`config.mk`:
```
export PLATFORM = sky130hd
export DESIGN_NAME = dmem_arbiter_flat
export DESIGN_NICKNAME = d
export VERILOG_FILES = /design/src/rtl/dmem_arbiter_if.sv /design/src/rtl/dmem_arbiter.sv /design/src/flat_wrapper.sv
export SDC_FILE = /design/constraint.sdc
export NUM_CORES = 1
export LEC_CHECK = 0
export ABC_AREA = 1
export CAP_MARGIN = 40
export CORE_AREA = 5 5 115 117
export CTS_BUF_LIST = sky130_fd_sc_hd__clkbuf_8
export CTS_CLUSTER_DIAMETER = 120
export DETAILED_ROUTE_END_ITERATION = 12
export DIE_AREA = 0 0 120 122
export PLACE_DENSITY_LB_ADDON = 0.1
export SYNTH_ARGS = -nofsm -noshare
export SYNTH_HDL_FRONTEND = slang
export SYNTH_SLANG_ARGS = --single-unit
```
`constraint.sdc`:
```
create_clock -name clk_i -period 2.4 [get_ports clk_i]
set_input_delay 0.48 -clock clk_i [delete_from_list [all_inputs] [get_ports clk_i]]
set_output_delay 0.48 -clock clk_i [all_outputs]
set_load 0.05 [all_outputs]
```
`src/rtl/dmem_arbiter_if.sv`:
```
// Signal bundle around dmem_arbiter: CPU data bus, UDM debug bus and the shared memory port.
interface dmem_arbiter_if #(
    parameter int AW = 32,
    parameter int DW = 32
);
    logic            cpu_req_i;
    logic            cpu_we_i;
    logic [AW-1:0]   cpu_addr_bi;
    logic [DW-1:0]   cpu_wdata_bi;
    logic [DW/8-1:0] cpu_be_bi;
    logic            cpu_ack_o;
    logic            cpu_resp_o;
    logic [DW-1:0]   cpu_rdata_bo;

    logic            dbg_req_i;
    logic            dbg_we_i;
    logic [AW-1:0]   dbg_addr_bi;
    logic [DW-1:0]   dbg_wdata_bi;
    logic            dbg_ack_o;
    logic [DW-1:0]   dbg_rdata_bo;
    logic            dbg_boost_o;

    logic            mem_req_o;
    logic            mem_we_o;
    logic [AW-1:0]   mem_addr_bo;
    logic [DW-1:0]   mem_wdata_bo;
    logic [DW/8-1:0] mem_be_bo;
    logic [DW-1:0]   mem_rdata_bi;

    // Arbiter side of the bundle.
    modport slave (
        input  cpu_req_i, cpu_we_i, cpu_addr_bi, cpu_wdata_bi, cpu_be_bi,
        input  dbg_req_i, dbg_we_i, dbg_addr_bi, dbg_wdata_bi,
        input  mem_rdata_bi,
        output cpu_ack_o, cpu_resp_o, cpu_rdata_bo,
        output dbg_ack_o, dbg_rdata_bo, dbg_boost_o,
        output mem_req_o, mem_we_o, mem_addr_bo, mem_wdata_bo, mem_be_bo
    );

    // Requester/memory side of the bundle.
    modport master (
        output cpu_req_i, cpu_we_i, cpu_addr_bi, cpu_wdata_bi, cpu_be_bi,
        output dbg_req_i, dbg_we_i, dbg_addr_bi, dbg_wdata_bi,
        output mem_rdata_bi,
        input  cpu_ack_o, cpu_resp_o, cpu_rdata_bo,
        input  dbg_ack_o, dbg_rdata_bo, dbg_boost_o,
        input  mem_req_o, mem_we_o, mem_addr_bo, mem_wdata_bo, mem_be_bo
    );
endinterface

```
`src/rtl/dmem_arbiter.sv`:
```
// Shares one data-memory port between CPU and UDM debug bus; CPU has priority until the
// debug requester has lost STARVE_MAX cycles in a row, then debug wins one transaction.
module dmem_arbiter #(
    parameter int AW         = 32,
    parameter int DW         = 32,
    parameter int RD_LATENCY = 1,
    parameter int STARVE_MAX = 8
) (
    input  logic          clk_i,
    input  logic          rst_i,
    dmem_arbiter_if.slave bus
);
    typedef enum logic [1:0] {IDLE, WAIT, ACK} dbg_state_t;

    dbg_state_t            state;
    logic [7:0]            starve_cnt;
    logic [RD_LATENCY-1:0] tag_vld;
    logic [RD_LATENCY-1:0] tag_dbg;
    logic [DW-1:0]         dbg_rdata_q;
    logic                  dbg_boost;
    logic                  dbg_elig;
    logic                  gnt_dbg;
    logic                  gnt_cpu;
    logic                  tail_cpu;
    logic                  tail_dbg;

    // Grants are held off while reset is asserted so every combinational output is quiet.
    assign dbg_boost = (starve_cnt == 8'(STARVE_MAX));
    assign dbg_elig  = rst_i && bus.dbg_req_i && (state == IDLE);
    assign gnt_dbg   = dbg_elig && (dbg_boost || !bus.cpu_req_i);
    assign gnt_cpu   = rst_i && bus.cpu_req_i && !gnt_dbg;
    assign tail_cpu  = tag_vld[RD_LATENCY-1] && !tag_dbg[RD_LATENCY-1];
    assign tail_dbg  = tag_vld[RD_LATENCY-1] &&  tag_dbg[RD_LATENCY-1];

    always_comb begin
        bus.mem_we_o     = 1'b0;
        bus.mem_addr_bo  = '0;
        bus.mem_wdata_bo = '0;
        bus.mem_be_bo    = '0;
        if (gnt_dbg) begin
            bus.mem_we_o     = bus.dbg_we_i;
            bus.mem_addr_bo  = bus.dbg_addr_bi;
            bus.mem_wdata_bo = bus.dbg_wdata_bi;
            bus.mem_be_bo    = '1;
        end else if (gnt_cpu) begin
            bus.mem_we_o     = bus.cpu_we_i;
            bus.mem_addr_bo  = bus.cpu_addr_bi;
            bus.mem_wdata_bo = bus.cpu_wdata_bi;
            bus.mem_be_bo    = bus.cpu_be_bi;
        end
    end

    assign bus.mem_req_o    = gnt_dbg || gnt_cpu;
    assign bus.cpu_ack_o    = gnt_cpu;
    assign bus.cpu_resp_o   = tail_cpu;
    assign bus.cpu_rdata_bo = tail_cpu ? bus.mem_rdata_bi : '0;
    assign bus.dbg_ack_o    = (state == ACK) || (gnt_dbg && bus.dbg_we_i);
    assign bus.dbg_rdata_bo = dbg_rdata_q;
    assign bus.dbg_boost_o  = dbg_boost;

    // Read-owner tag pipe: stage RD_LATENCY-1 lines up with mem_rdata_bi.
    always_ff @(posedge clk_i or negedge rst_i) begin
        if (!rst_i) begin
            tag_vld <= '0;
            tag_dbg <= '0;
        end else begin
            tag_vld[0] <= bus.mem_req_o && !bus.mem_we_o;
            tag_dbg[0] <= gnt_dbg;
            for (int i = 1; i < RD_LATENCY; i++) begin
                tag_vld[i] <= tag_vld[i-1];
                tag_dbg[i] <= tag_dbg[i-1];
            end
        end
    end

    // Debug FSM and starvation counter.
    always_ff @(posedge clk_i or negedge rst_i) begin
        if (!rst_i) begin
            state       <= IDLE;
            starve_cnt  <= '0;
            dbg_rdata_q <= '0;
        end else begin
            case (state)
                IDLE:    if (gnt_dbg && !bus.dbg_we_i) state <= WAIT;
                WAIT:    if (tail_dbg) begin
                             dbg_rdata_q <= bus.mem_rdata_bi;
                             state       <= ACK;
                         end
                ACK:     state <= IDLE;
                default: state <= IDLE;
            endcase
            if (!bus.dbg_req_i || gnt_dbg)
                starve_cnt <= '0;
            else if (dbg_elig && !dbg_boost)
                starve_cnt <= starve_cnt + 8'd1;
        end
    end
endmodule

```
`src/flat_wrapper.sv`:
```
// flat-port wrapper written by rule: the top's interface ports become plain ports
module dmem_arbiter_flat 
#(
    parameter int AW         = 32,
    parameter int DW         = 32,
    parameter int RD_LATENCY = 1,
    parameter int STARVE_MAX = 8
)
  (clk_i, rst_i, bus_cpu_req_i, bus_cpu_we_i, bus_cpu_addr_bi, bus_cpu_wdata_bi, bus_cpu_be_bi, bus_dbg_req_i, bus_dbg_we_i, bus_dbg_addr_bi, bus_dbg_wdata_bi, bus_mem_rdata_bi, bus_cpu_ack_o, bus_cpu_resp_o, bus_cpu_rdata_bo, bus_dbg_ack_o, bus_dbg_rdata_bo, bus_dbg_boost_o, bus_mem_req_o, bus_mem_we_o, bus_mem_addr_bo, bus_mem_wdata_bo, bus_mem_be_bo);
  dmem_arbiter_if #(.AW(AW), .DW(DW)) bus_i ();
  input  logic clk_i;
  input  logic rst_i;
  input wire logic [$bits(bus_i.cpu_req_i)-1:0] bus_cpu_req_i;
  input wire logic [$bits(bus_i.cpu_we_i)-1:0] bus_cpu_we_i;
  input wire logic [$bits(bus_i.cpu_addr_bi)-1:0] bus_cpu_addr_bi;
  input wire logic [$bits(bus_i.cpu_wdata_bi)-1:0] bus_cpu_wdata_bi;
  input wire logic [$bits(bus_i.cpu_be_bi)-1:0] bus_cpu_be_bi;
  input wire logic [$bits(bus_i.dbg_req_i)-1:0] bus_dbg_req_i;
  input wire logic [$bits(bus_i.dbg_we_i)-1:0] bus_dbg_we_i;
  input wire logic [$bits(bus_i.dbg_addr_bi)-1:0] bus_dbg_addr_bi;
  input wire logic [$bits(bus_i.dbg_wdata_bi)-1:0] bus_dbg_wdata_bi;
  input wire logic [$bits(bus_i.mem_rdata_bi)-1:0] bus_mem_rdata_bi;
  output wire logic [$bits(bus_i.cpu_ack_o)-1:0] bus_cpu_ack_o;
  output wire logic [$bits(bus_i.cpu_resp_o)-1:0] bus_cpu_resp_o;
  output wire logic [$bits(bus_i.cpu_rdata_bo)-1:0] bus_cpu_rdata_bo;
  output wire logic [$bits(bus_i.dbg_ack_o)-1:0] bus_dbg_ack_o;
  output wire logic [$bits(bus_i.dbg_rdata_bo)-1:0] bus_dbg_rdata_bo;
  output wire logic [$bits(bus_i.dbg_boost_o)-1:0] bus_dbg_boost_o;
  output wire logic [$bits(bus_i.mem_req_o)-1:0] bus_mem_req_o;
  output wire logic [$bits(bus_i.mem_we_o)-1:0] bus_mem_we_o;
  output wire logic [$bits(bus_i.mem_addr_bo)-1:0] bus_mem_addr_bo;
  output wire logic [$bits(bus_i.mem_wdata_bo)-1:0] bus_mem_wdata_bo;
  output wire logic [$bits(bus_i.mem_be_bo)-1:0] bus_mem_be_bo;
  assign bus_i.cpu_req_i = bus_cpu_req_i;
  assign bus_i.cpu_we_i = bus_cpu_we_i;
  assign bus_i.cpu_addr_bi = bus_cpu_addr_bi;
  assign bus_i.cpu_wdata_bi = bus_cpu_wdata_bi;
  assign bus_i.cpu_be_bi = bus_cpu_be_bi;
  assign bus_i.dbg_req_i = bus_dbg_req_i;
  assign bus_i.dbg_we_i = bus_dbg_we_i;
  assign bus_i.dbg_addr_bi = bus_dbg_addr_bi;
  assign bus_i.dbg_wdata_bi = bus_dbg_wdata_bi;
  assign bus_i.mem_rdata_bi = bus_mem_rdata_bi;
  assign bus_cpu_ack_o = bus_i.cpu_ack_o;
  assign bus_cpu_resp_o = bus_i.cpu_resp_o;
  assign bus_cpu_rdata_bo = bus_i.cpu_rdata_bo;
  assign bus_dbg_ack_o = bus_i.dbg_ack_o;
  assign bus_dbg_rdata_bo = bus_i.dbg_rdata_bo;
  assign bus_dbg_boost_o = bus_i.dbg_boost_o;
  assign bus_mem_req_o = bus_i.mem_req_o;
  assign bus_mem_we_o = bus_i.mem_we_o;
  assign bus_mem_addr_bo = bus_i.mem_addr_bo;
  assign bus_mem_wdata_bo = bus_i.mem_wdata_bo;
  assign bus_mem_be_bo = bus_i.mem_be_bo;
  dmem_arbiter #(.AW(AW), .DW(DW), .RD_LATENCY(RD_LATENCY), .STARVE_MAX(STARVE_MAX)) u_core (.clk_i(clk_i), .rst_i(rst_i), .bus(bus_i));
endmodule
```
* Word level (Yosys, flattened, before mapping)
Cells that the tools add are included.
Storage, ports and cells: bits in registers 44, input port bits 170, output and inout port bits 138, logic and storage cells 51
Operators by class: $add $sub $neg 1, equal/unequal tests 5, muxes and demuxes 14, reduce and logical (&&, ||, !) cells 26
Operators by type and width (count):
- 32-bit two-way mux | 5
- 8-bit two-way mux | 2
- 1-bit logical AND | 11
- 8-bit by 1-bit adder with 8-bit output, second input constant | 1
- 8-bit by 4-bit == test with 1-bit output, second input constant | 1
- 4-bit two-way mux | 2
- 1-bit logical NOT | 7
- 1-bit logical OR | 4
- 2-bit two-way mux | 2
- 2-bit one-hot mux with 2 select lines | 1
- 2-bit AND reduction | 2
- 2-bit by 1-bit == test with 1-bit output, second input constant | 1
- 2-bit == test, second input constant | 1
- 2-bit logical NOT | 1
- 1-bit two-way mux | 2
- 2-bit by 1-bit != test with 1-bit output, second input constant | 1
- 2-bit != test, second input constant | 1
- 2-bit nonzero test | 1

* Logic depth before layout (Yosys ltp)
depth in word-level cells 9, mapped depth 11, depth with buffers taken out 9

* Worst setup path after synthesis
OpenSTA, ideal clock, no wires.
kind flip-flop to output port, from reg u_core.tag_dbg, to out bus_cpu_rdata_bo[0], data arrival time 2167 ps, setup slack -247 ps, cell stages (with the launch flop) 5, cells stage by stage dfrtp_1 -> nor2_1 -> inv_1 -> clkbuf_1 -> nor2_1
On the way: longest elaborated chain between the ends 3
RTL lines:
- start, declared | line dmem_arbiter.sv:18 | logic [RD_LATENCY-1:0] tag_dbg;
- start signal, assigned by index | line dmem_arbiter.sv:71 | tag_dbg[i] <= tag_dbg[i-1];
- 1-bit logical NOT | line dmem_arbiter.sv:32 | assign tail_cpu = tag_vld[RD_LATENCY-1] && !tag_dbg[RD_LATENCY-1];
- 1-bit logical AND | line dmem_arbiter.sv:32
- via bus_cpu_resp_o | line flat_wrapper.sv:24 | output wire logic [$bits(bus_i.cpu_resp_o)-1:0] bus_cpu_resp_o;
- 32-bit two-way mux | line dmem_arbiter.sv:56 | assign bus.cpu_rdata_bo = tail_cpu ? bus.mem_rdata_bi : '0;
- end, declared | line flat_wrapper.sv:25 | output wire logic [$bits(bus_i.cpu_rdata_bo)-1:0] bus_cpu_rdata_bo;
The timed path passes the listed nets, and every way through them passes these cells.

* Final worst setup path
from reg u_core.starve_cnt[1], to out bus_mem_addr_bo[25]
On the way: longest elaborated chain between the ends 7
RTL lines:
- start, declared | line dmem_arbiter.sv:16 | logic [7:0] starve_cnt;
- start signal, assigned | line dmem_arbiter.sv:95 | starve_cnt <= starve_cnt + 8'd1;
- 8-bit by 4-bit == test with 1-bit output (*) | line dmem_arbiter.sv:28 | assign dbg_boost = (starve_cnt == 8'(STARVE_MAX));
- 1-bit logical OR (*) | line dmem_arbiter.sv:30 | assign gnt_dbg = dbg_elig && (dbg_boost || !bus.cpu_req_i);
- 1-bit logical AND (*) | line dmem_arbiter.sv:30
- 1-bit logical NOT | line dmem_arbiter.sv:31 | assign gnt_cpu = rst_i && bus.cpu_req_i && !gnt_dbg;
- 1-bit logical AND | line dmem_arbiter.sv:31
- 32-bit two-way mux | line dmem_arbiter.sv:45 | end else if (gnt_cpu) begin
- 32-bit two-way mux (*) | line dmem_arbiter.sv:40 | if (gnt_dbg) begin
- end, declared | line flat_wrapper.sv:31 | output wire logic [$bits(bus_i.mem_addr_bo)-1:0] bus_mem_addr_bo;
Mark *: on every way between the ends. The rest lies on a longest branch, timed or not.

==> flow_summary.yaml <==
timing:
  worst-slew-pin-transition_ps: 880.8
  setup_slack_ps: -43.17
  max_freq_mhz: 409.3
  rsz0062_at_grt: "true"
  period_share: 1.018
  slew_violations: 0
  period_needed_ps: 2443
  finalSetupViolCount: 45
  hold_violations: 0
  skew_ps: 9.236
  slew_headroom: 0.4119
  timing.hold.ws_ps: 401.4
worst_setup_path:
  rr_startpoint: "u_core.starve_cnt[1]$_DFFE_PN0P_"
  r2r_cells: 9
  cp_data_required_time_ps: 1920
  worst-setup-path-type: "reg2out"
  path_max_fanout: 16
  worstSetupStartpointType: "flop"
  r2r_slack_ps: 710
  r2r_end: "u_core.starve_cnt[7]$_DFFE_PN0P_"
  arrival_ps: 1960
  end_kind: "output port"
synth:
  synth_area_um2: 2968
  synth.avg_cell_area_um2: 6.107
  synth_nets: 658
  synth_edf_count: 0
  ys_ff_latch: 44
  syn-instance-count: 486
  yosys_most_used_dff: "dfrtp_1"
  ys_async_sr_fraction: 1.000
  netlist-cell-type-count: 20
  ys_seq_area_frac: 0.3710
  yosysWarningCount: 0
power_and_ir_drop:
  vdd_drop_max_v: 0.0002211
  p_leak_nw: 3.514
  power.density_nw_per_um2: 303.7
  seqPwrFrac: 0.341
  pwr-share-clk: 0.224
  power_switching_uw: 712.9
  p_int_mw: 1.460
  p_sw_frac: 0.3281
  power_mw: 2.173
  power_frac_comb: 0.434
finish:
  antenna_cells: 0
  fin_area_um2: 7156
  layout_commonest_cell: "nand2_1"
  syn_to_final_growth_pct: 141.1
  drive_gt1_frac: 0.2392
  finalNetCount: 978
  layout_common_cells: "225 x nand2_1, 199 x clkdlybuf4s50_1, 60 x buf_6, 48 x inv_1, 45 x buf_12"
  fin_util: 0.5836
clocking:
  cts-buffers-inserted: 5
  root_buffer: "clkbuf_8"
  cts_hold_buf: 0
  clockBufferDepth: 2
  htree_num_levels: 2
  clkTransAtPathRegs_ps: 90
  clock_latency_ps: 290
  clkSinkCount: 44
  cts_tree: "built"
hold_path:
  hp-class: "in2async"
global_routing:
  grt.total_usage: 0.1822
  grt_first_pass_wirelength_um: 21310
  grt_max_degree: 65
  antenna_found_initial: 0
  grt_pass1_vias: 4052
  overflow: 0
floorplan:
  initial_core_util: 0.2421
  rows: 41
  die_w_um: 120
  io_pins: 308
  die_y_um: 122
  dieArea_um2: 14640
  core-area_um2: 12260
drt:
  wirelength_um: 15050
  vias_per_cell: 4.288
  ant_nets: 0
  drc: 0
  drt_iter0_markers: 132
  wire_per_inst_um: 15.72
  vias: 4104
  drtPass1Iterations: 5
place:
  hpwl_um: 11680
  io_buffers: 307
  place.gp.congestion: 0.8402
  placed_area_um2: 6501
job:
  maxCapViolCount: 0
outcome:
  outcome: "complete, but fails checks"
  violations: "setup timing"
==> final cells by class <==
type	count	area, um2
Clock buffer	6	82.58
Clock inverter	2	15.01
Fill cell	1127	5105
Inverter	54	219.0
Multi-Input combinational cell	363	1570
Sequential cell	44	1101
Tap cell	150	187.7
Timing Repair Buffer	338	3980
==> critical path: stages, from the launching register on <==
cell	delay, ps
dfrtp_1	410
inv_1	60
ha_1	140
nand3_2	100
o21ai_2	180
nand2_2	120
nand2_4	120
inv_8	70
clkbuf_16	180
nand2_1	70
nand2_1	70
buf_6	150
==> flip-flops by register name, indices dropped and copies added, names as in the netlist <==
name	flops
u_core.bus.dbg_rdata_bo	32
u_core.starve_cnt	8
u_core.state	2
u_core.tag_dbg	1
u_core.tag_vld	1
==> worst max-delay path by stage <==
stage	from	end	slack, ps	cells after the start
finish	u_core.starve_cnt[1]$_DFFE_PN0P_	bus_mem_addr_bo[25]	-40	11
global route	u_core.starve_cnt[1]$_DFFE_PN0P_	bus_mem_addr_bo[16]	-180	11
CTS	u_core.starve_cnt[1]$_DFFE_PN0P_	bus_mem_wdata_bo[12]	-50	11
detailed placement	bus_dbg_req_i	bus_mem_wdata_bo[12]	-190	10
global placement	bus_dbg_req_i	bus_mem_wdata_bo[28]	-170	10
floorplan	u_core.tag_dbg$_DFF_PN0_	bus_cpu_rdata_bo[0]	30	4
==> cells in the mapped netlist, types with 3 or more instances <==
| master | instances | share of area |
|---|---|---|
| nand2_2 | 10 | 0.021 |
| nand2_1 | 250 | 0.32 |
| a21oi_1 | 4 | 0.0067 |
| o21ai_0 | 34 | 0.057 |
| buf_2 | 8 | 0.013 |
| inv_1 | 51 | 0.065 |
| buf_4 | 3 | 0.0076 |
| buf_6 | 4 | 0.015 |
| nand3_1 | 12 | 0.020 |
| dfrtp_1 | 44 | 0.37 |
| nor2_1 | 46 | 0.058 |
| clkbuf_1 | 8 | 0.010 |
==> what timing repair did <==
action | 4_1_cts | 5_1_grt
resized for setup | 74 | 33
endpoints found under the hold margin | 0 | 0
endpoints found under the setup margin | 66 | 72
gates cloned | 1 | 5
setup buffers | 3 | 4
pin swaps | 2 | 5
==> per-stage QoR <==
step | instances | TNS, ps | setup WS, ps
final | 957 | -1077 | -43.17
after global routing | 957 | -10540 | -176.4
after CTS | 948 | -1251 | -45.06
after detailed placement | 936 | -9554 | -191.3
after global placement | 935 | -7290 | -167.1
after floorplan | 486 | 0 | 25.49
==> metal layers <==
layer,global-route usage,vias up,wire [um]
li1,-,2082,-
met1,0.2137,1832,5941
met2,0.3274,178,7761
met3,0.06360,12,1250
met4,0.02863,0,93
met5,0,-,0
==> power by group through the flow <==
stage / Sequential (mW) / Clock (mW) / Combinational, mW
3_5_place_dp: 0.757 / 0 / 0.862
6_report: 0.742 / 0.488 / 0.943
4_1_cts: 0.742 / 0.509 / 0.909
5_1_grt: 0.742 / 0.534 / 0.989
2_1_floorplan: 0.757 / 0 / 0.338
3_3_place_gp: 0.757 / 0 / 0.855
==> cells by family (layout without fill, tap and decap cells) <==
family	after synthesis	count (layout)	share of synthesized area
fa+ha+maj	2	2	0.008430
compound gates	39	39	0.06703
flops	44	44	0.3710
buf+inv	79	400	0.1290
simple gates	322	322	0.4245
No activity file was read; power rests on OpenSTA's default activity.
